**src/rtl/vedic_pkg.sv**
```systemverilog
// Shared definitions for the vedic multiplier and the MAC stage built on it.
package vedic_pkg;

    localparam int OPND_W = 8;
    localparam int PROD_W = 16;

    typedef enum logic [1:0] {
        ST_IDLE  = 2'd0,
        ST_RUN   = 2'd1,
        ST_DRAIN = 2'd2,
        ST_DONE  = 2'd3
    } state_t;

endpackage

```
**src/rtl/vedic_mac_if.sv**
```systemverilog
// Operand-in / result-out handshake bundle of vedic_mac.
interface vedic_mac_if #(
    parameter int ACC_W = 24,
    parameter int CNT_W = 8
);

    logic             start;
    logic [CNT_W-1:0] len;
    logic             in_valid;
    logic             in_ready;
    logic [7:0]       a;
    logic [7:0]       b;
    logic             out_valid;
    logic             out_ready;
    logic [ACC_W-1:0] acc;
    logic             overflow;
    logic             busy;

    modport master (
        output start, len, in_valid, a, b, out_ready,
        input  in_ready, out_valid, acc, overflow, busy
    );

    modport slave (
        input  start, len, in_valid, a, b, out_ready,
        output in_ready, out_valid, acc, overflow, busy
    );

endinterface

```
**src/rtl/vedic_8X8.sv**
```systemverilog
// Combinational 8x8 unsigned multiplier, Urdhva-Tiryagbhyam (vertical and crosswise) on nibbles.
module vedic_8X8
    import vedic_pkg::*;
(
    input  logic [OPND_W-1:0] i_a,
    input  logic [OPND_W-1:0] i_b,
    output logic [PROD_W-1:0] o_p
);

    logic [7:0] w_ll;
    logic [7:0] w_lh;
    logic [7:0] w_hl;
    logic [7:0] w_hh;
    logic [8:0] w_cross;

    assign w_ll    = {4'b0, i_a[3:0]} * {4'b0, i_b[3:0]};
    assign w_lh    = {4'b0, i_a[3:0]} * {4'b0, i_b[7:4]};
    assign w_hl    = {4'b0, i_a[7:4]} * {4'b0, i_b[3:0]};
    assign w_hh    = {4'b0, i_a[7:4]} * {4'b0, i_b[7:4]};
    assign w_cross = {1'b0, w_lh} + {1'b0, w_hl};

    // Vertical terms concatenate without overlap; only the crosswise sum needs an adder.
    assign o_p = {w_hh, w_ll} + {3'b0, w_cross, 4'b0};

endmodule

```
**src/rtl/vedic_mac.sv**
```systemverilog
// Three-stage multiply-accumulate around vedic_8X8 with a programmable run length.
module vedic_mac
    import vedic_pkg::*;
#(
    parameter int ACC_W = 24,
    parameter int CNT_W = 8
) (
    input  logic        clk,
    input  logic        rst_n,
    vedic_mac_if.slave  bus
);

    state_t             r_state;
    state_t             w_next;
    logic [CNT_W-1:0]   r_remaining;
    logic [OPND_W-1:0]  r_a_q;
    logic [OPND_W-1:0]  r_b_q;
    logic               r_v1;
    logic [PROD_W-1:0]  r_p_q;
    logic               r_v2;
    logic [ACC_W-1:0]   r_acc;
    logic               r_overflow;
    logic               r_out_valid;

    logic               w_in_ready;
    logic               w_accept;
    logic               w_launch;
    logic [PROD_W-1:0]  w_prod;
    logic [ACC_W:0]     w_sum;

    vedic_8X8 u_mult (
        .i_a (r_a_q),
        .i_b (r_b_q),
        .o_p (w_prod)
    );

    assign w_launch = (r_state == ST_IDLE) && bus.start;
    assign w_sum    = {1'b0, r_acc} + (ACC_W+1)'(r_p_q);

    always_ff @(posedge clk or negedge rst_n) begin
        if (!rst_n) begin
            r_state <= ST_IDLE;
        end else begin
            r_state <= w_next;
        end
    end

    always_comb begin
        w_next     = r_state;
        w_in_ready = 1'b0;
        w_accept   = 1'b0;
        case (r_state)
            ST_IDLE: begin
                if (bus.start) begin
                    w_next = (bus.len == '0) ? ST_DONE : ST_RUN;
                end
            end
            ST_RUN: begin
                w_in_ready = (r_remaining != '0);
                w_accept   = w_in_ready && bus.in_valid;
                if (w_accept && (r_remaining == CNT_W'(1))) begin
                    w_next = ST_DRAIN;
                end
            end
            ST_DRAIN: begin
                // No beats enter in DRAIN, so S3 holding the only live beat means it is the last one.
                if (r_v2 && !r_v1) begin
                    w_next = ST_DONE;
                end
            end
            ST_DONE: begin
                if (r_out_valid && bus.out_ready) begin
                    w_next = ST_IDLE;
                end
            end
            default: w_next = ST_IDLE;
        endcase
    end

    always_ff @(posedge clk or negedge rst_n) begin
        if (!rst_n) begin
            r_remaining <= '0;
            r_a_q       <= '0;
            r_b_q       <= '0;
            r_v1        <= 1'b0;
            r_p_q       <= '0;
            r_v2        <= 1'b0;
            r_acc       <= '0;
            r_overflow  <= 1'b0;
        end else if (w_launch) begin
            r_remaining <= bus.len;
            r_v1        <= 1'b0;
            r_v2        <= 1'b0;
            r_acc       <= '0;
            r_overflow  <= 1'b0;
        end else begin
            r_v1 <= w_accept;
            r_v2 <= r_v1;
            if (w_accept) begin
                r_a_q       <= bus.a;
                r_b_q       <= bus.b;
                r_remaining <= r_remaining - CNT_W'(1);
            end
            if (r_v1) begin
                r_p_q <= w_prod;
            end
            if (r_v2) begin
                r_acc      <= w_sum[ACC_W-1:0];
                r_overflow <= r_overflow | w_sum[ACC_W];
            end
        end
    end

    // Result valid lags DONE by one cycle so acc/overflow are settled before it is offered.
    always_ff @(posedge clk or negedge rst_n) begin
        if (!rst_n) begin
            r_out_valid <= 1'b0;
        end else begin
            r_out_valid <= (r_state == ST_DONE) && !(r_out_valid && bus.out_ready);
        end
    end

    assign bus.in_ready  = w_in_ready;
    assign bus.out_valid = r_out_valid;
    assign bus.acc       = r_acc;
    assign bus.overflow  = r_overflow;
    assign bus.busy      = (r_state != ST_IDLE);

endmodule

```
**src/flat_wrapper.sv**
```systemverilog
// flat-port wrapper written by rule: the top's interface ports become plain ports
module vedic_mac_flat import vedic_pkg::*;
#(
    parameter int ACC_W = 24,
    parameter int CNT_W = 8
)
  (clk, rst_n, bus_start, bus_len, bus_in_valid, bus_a, bus_b, bus_out_ready, bus_in_ready, bus_out_valid, bus_acc, bus_overflow, bus_busy);
  vedic_mac_if #(.ACC_W(ACC_W), .CNT_W(CNT_W)) bus_i ();
  input  logic clk;
  input  logic rst_n;
  input wire logic [$bits(bus_i.start)-1:0] bus_start;
  input wire logic [$bits(bus_i.len)-1:0] bus_len;
  input wire logic [$bits(bus_i.in_valid)-1:0] bus_in_valid;
  input wire logic [$bits(bus_i.a)-1:0] bus_a;
  input wire logic [$bits(bus_i.b)-1:0] bus_b;
  input wire logic [$bits(bus_i.out_ready)-1:0] bus_out_ready;
  output wire logic [$bits(bus_i.in_ready)-1:0] bus_in_ready;
  output wire logic [$bits(bus_i.out_valid)-1:0] bus_out_valid;
  output wire logic [$bits(bus_i.acc)-1:0] bus_acc;
  output wire logic [$bits(bus_i.overflow)-1:0] bus_overflow;
  output wire logic [$bits(bus_i.busy)-1:0] bus_busy;
  assign bus_i.start = bus_start;
  assign bus_i.len = bus_len;
  assign bus_i.in_valid = bus_in_valid;
  assign bus_i.a = bus_a;
  assign bus_i.b = bus_b;
  assign bus_i.out_ready = bus_out_ready;
  assign bus_in_ready = bus_i.in_ready;
  assign bus_out_valid = bus_i.out_valid;
  assign bus_acc = bus_i.acc;
  assign bus_overflow = bus_i.overflow;
  assign bus_busy = bus_i.busy;
  vedic_mac #(.ACC_W(ACC_W), .CNT_W(CNT_W)) u_core (.clk(clk), .rst_n(rst_n), .bus(bus_i));
endmodule
```
**config.mk**
```make
export PLATFORM = sky130hd
export DESIGN_NAME = vedic_mac_flat
export DESIGN_NICKNAME = d
export VERILOG_FILES = /design/src/rtl/vedic_pkg.sv /design/src/rtl/vedic_mac_if.sv /design/src/rtl/vedic_8X8.sv /design/src/rtl/vedic_mac.sv /design/src/flat_wrapper.sv
export SDC_FILE = /design/constraint.sdc
export NUM_CORES = 1
export LEC_CHECK = 0
export ABC_AREA = 1
export BUFFER_PORTS_ARGS = -buffer_cell sky130_fd_sc_hd__buf_2
export CAP_MARGIN = 20
export CORE_MARGIN = 4
export CORE_UTILIZATION = 55
export DETAILED_ROUTE_END_ITERATION = 6
export PLACE_DENSITY = 0.75
export SETUP_SLACK_MARGIN = 0.3
export SYNTH_ARGS = -nofsm -noshare
export SYNTH_HDL_FRONTEND = slang
export SYNTH_HIERARCHICAL = 1
export SYNTH_SLANG_ARGS = --single-unit
export TNS_END_PERCENT = 50
```
**constraint.sdc**
```tcl
create_clock -name clk -period 13.8 [get_ports clk]
set_input_delay 2.07 -clock clk [delete_from_list [all_inputs] [get_ports clk]]
set_output_delay 2.07 -clock clk [all_outputs]
set_load 0.005 [all_outputs]
```
==> results.py <==
metrics = {
    "status": {
        "run_status": "completed",
    },
    "routing": {
        "routed_wl_um": 14700,
        "vias_per_cell": 4.99,
        "remaining_drc_errors": 0,
        "wl_per_cell_um": 12.3,
        "drtIter0Drc": 319,
        "vias": 5993,
        "drtAntennaViolNets": 0,
        "firstDrtPassIters": 5,
    },
    "timing": {
        "finalCritPeriodShare": 0.368,
        "hold_violations": 0,
        "fin_setup_tns_ns": 0,
        "fmax_ghz": 0.197,
        "skew_ns": 0.00659,
        "period_needed_ns": 5.08,
        "setup_viol": 0,
        "slew_violations": 0,
        "tightest_slew_ns": 0.873,
        "slew_headroom": 0.418,
        "rsz0062_at_grt": "false",
    },
    "clock_tree": {
        "cts_made_buffers": 9,
        "tritoncts": "done",
        "insertion_delay_ns": 0.34,
        "cts_buffer_depth": 2,
        "cts_sinks": 70,
        "cts_max_level": 3,
        "cts_setup_buffers": 0,
        "cts.repair.resized": 0,
        "cts.clk_slew.worst_paths_ns": 0.06,
        "hold_buffers": 0,
        "cts-root-buf": "clkbuf_16",
    },
    "global_route": {
        "grt_max_degree": 71,
        "antenna_found_initial": 0,
        "grt-ovfl-total": 0,
        "grt_pass1_vias": 5677,
        "grt_usage": 0.218,
        "grt_pass1_wl_um": 25800,
    },
    "synth": {
        "ys_warn_count": 6,
        "synth_area_leaders": "dfrtp_1 (26%), nand2_1 (20%), ha_1 (14%), inv_1 (9.5%), fa_1 (8.2%)",
        "synth_top_area_frac": 0.257,
        "synth_edf_count": 0,
        "ys.flop_type": "dfrtp_1",
        "syn_avg_cell_area_um2": 6.91,
        "synth_top_area_cell": "dfrtp_1",
        "async_flop_share": 1.00,
        "synth_nets": 1121,
        "synth_most_common_cell": "nand2_1",
        "ys_ff_latch": 70,
        "syn_inst": 986,
        "syn_area_um2": 6810,
        "synth.distinct_cells": 43,
        "yosysSeqAreaShare": 0.257,
        "synth_commonest_cells": "nand2_1 (362), inv_1 (173), ha_1 (78), dfrtp_1 (70), nor2_1 (51)",
    },
    "worst_setup_path": {
        "cp-endpoint": "u_core/r_p_q[15]$_DFFE_PN0P_",
        "cp-startpoint": "u_core/r_a_q[4]$_DFFE_PN0P_",
        "cp_max_fo": 9,
        "crit_arrival_ns": 5.30,
        "rr_startpoint": "u_core/r_a_q[4]$_DFFE_PN0P_",
        "r2r_end": "u_core/r_p_q[15]$_DFFE_PN0P_",
        "crit_path_end_kind": "register",
        "reg2reg_setup_slack_ns": 8.72,
        "required_ns": 14.02,
        "critical_path_class": "reg2reg",
        "critPathLaunchType": "register",
        "ff2ff_path_depth": 24,
    },
    "placement": {
        "place_congestion": 0.904,
        "portBuffers": 56,
        "dp_hpwl_um": 11900,
        "place_inst": 1185,
    },
    "flow_run": {
        "maxCapViolCount": 0,
    },
    "floorplan": {
        "die_area_um2": 14200,
        "core_area_um2": 12100,
        "die_w_um": 119,
        "num_io_pins": 57,
        "start_util": 0.565,
        "fp.dieH_um": 119,
        "row_count": 40,
    },
    "worst_hold_path": {
        "hold_path_class": "reg2reg",
    },
    "finish": {
        "fin_cells": 1201,
        "seqCellArea_um2": 1750,
        "layout.nets": 1163,
        "fillers": 1149,
        "n_antenna_cell": 0,
        "area_delta_synth_final_pct": 10.9,
        "drive_gt1_frac": 0.0891,
        "multi_input_area_um2": 4280,
    },
}
-- routing by layer --
layer / track usage / routed length (µm)
met5: 0 / 0
met4: 0.0637 / 337
met3: 0.0342 / 571
met2: 0.363 / 6800
met1: 0.295 / 7040
-- cell usage in the layout, fill, tap and decap left out, drive strengths merged, types with 14 or more instances in the layout --
cell	n
nand3	42
dfrtp	70
o21ai	40
xor2	14
nand2	365
buf	57
nor2	58
ha	78
fa	28
a21oi	39
inv	176
-- state kept, by name (all words and copies together) (netlist names) --
register,cells
u_core/r_state,2
u_core/r_remaining,8
u_core/r_v2,1
u_core/r_v1,1
u_core/bus.acc,24
u_core/bus.out_valid,1
u_core/r_p_q,16
u_core/r_a_q,8
u_core/bus.overflow,1
u_core/r_b_q,8
-- kinds of logic (layout without fill, tap and decap cells) --
family / after synthesis / count (layout) / share of synthesized area
xor+xnor: 21 / 21 / 0.0270
buf+inv: 203 / 250 / 0.115
flops: 70 / 70 / 0.257
compound gates: 96 / 96 / 0.0784
simple gates: 490 / 490 / 0.297
fa+ha+maj: 106 / 106 / 0.226
-- per-stage QoR --
stage / utilization / worst slack, ns / hold WS (ns) / cell area [µm²]
finish: 0.627 / 8.72 / 0.482 / 7560
global route: 0.627 / 8.35 / 0.514 / 7560
CTS: 0.627 / 8.69 / 0.487 / 7560
detailed placement: 0.596 / 8.71 / 0.477 / 7190
global placement: 0.596 / 8.81 / 0.467 / 7190
floorplan: - / 8.90 / 0.447 / 6810
-- worst min-delay path by stage --
stage / start / endpoint / slack [ns] / cells past startpoint
floorplan: u_core/r_a_q[4]$_DFFE_PN0P_ / u_core/r_a_q[4]$_DFFE_PN0P_ / 0.45 / 2
global placement: u_core/r_p_q[3]$_DFFE_PN0P_ / u_core/r_p_q[3]$_DFFE_PN0P_ / 0.47 / 2
detailed placement: u_core/r_p_q[7]$_DFFE_PN0P_ / u_core/r_p_q[7]$_DFFE_PN0P_ / 0.48 / 2
CTS: u_core/bus.out_valid$_DFF_PN0_ / u_core/bus.out_valid$_DFF_PN0_ / 0.49 / 1
global route: u_core/r_p_q[9]$_DFFE_PN0P_ / u_core/r_p_q[9]$_DFFE_PN0P_ / 0.51 / 2
finish: u_core/bus.out_valid$_DFF_PN0_ / u_core/bus.out_valid$_DFF_PN0_ / 0.48 / 1
-- cell type report --
cell class	instances	share of cell area
Clock buffer	10	0.0303
Clock inverter	6	0.0177
Inverter	177	0.0879
Multi-Input combinational cell	713	0.566
Sequential cell	70	0.232
Tap cell	168	0.0278
Timing Repair Buffer	57	0.0381
-- worst max-delay path, stage by stage, from the launching register on --
cell      delay, ns
dfrtp_1        0.50
nand2_1        0.13
fa_1           0.53
fa_1           0.55
inv_1          0.05
fa_1           0.53
inv_1          0.05
fa_1           0.53
inv_1          0.06
fa_1           0.45
nand3_1        0.09
nand3_1        0.10
nand2_1        0.07
a21boi_1       0.07
o21bai_1       0.12
nand2_1        0.07
ha_1           0.34
nand2_1        0.11
inv_1          0.06
a21oi_1        0.17
nand3_2        0.12
nand3_1        0.09
nand2_1        0.05
nand2_1        0.06
nand2_1        0.06
Power is not shown: default switching activity piles up to over one toggle a cycle in this logic, so the estimate is an artifact.
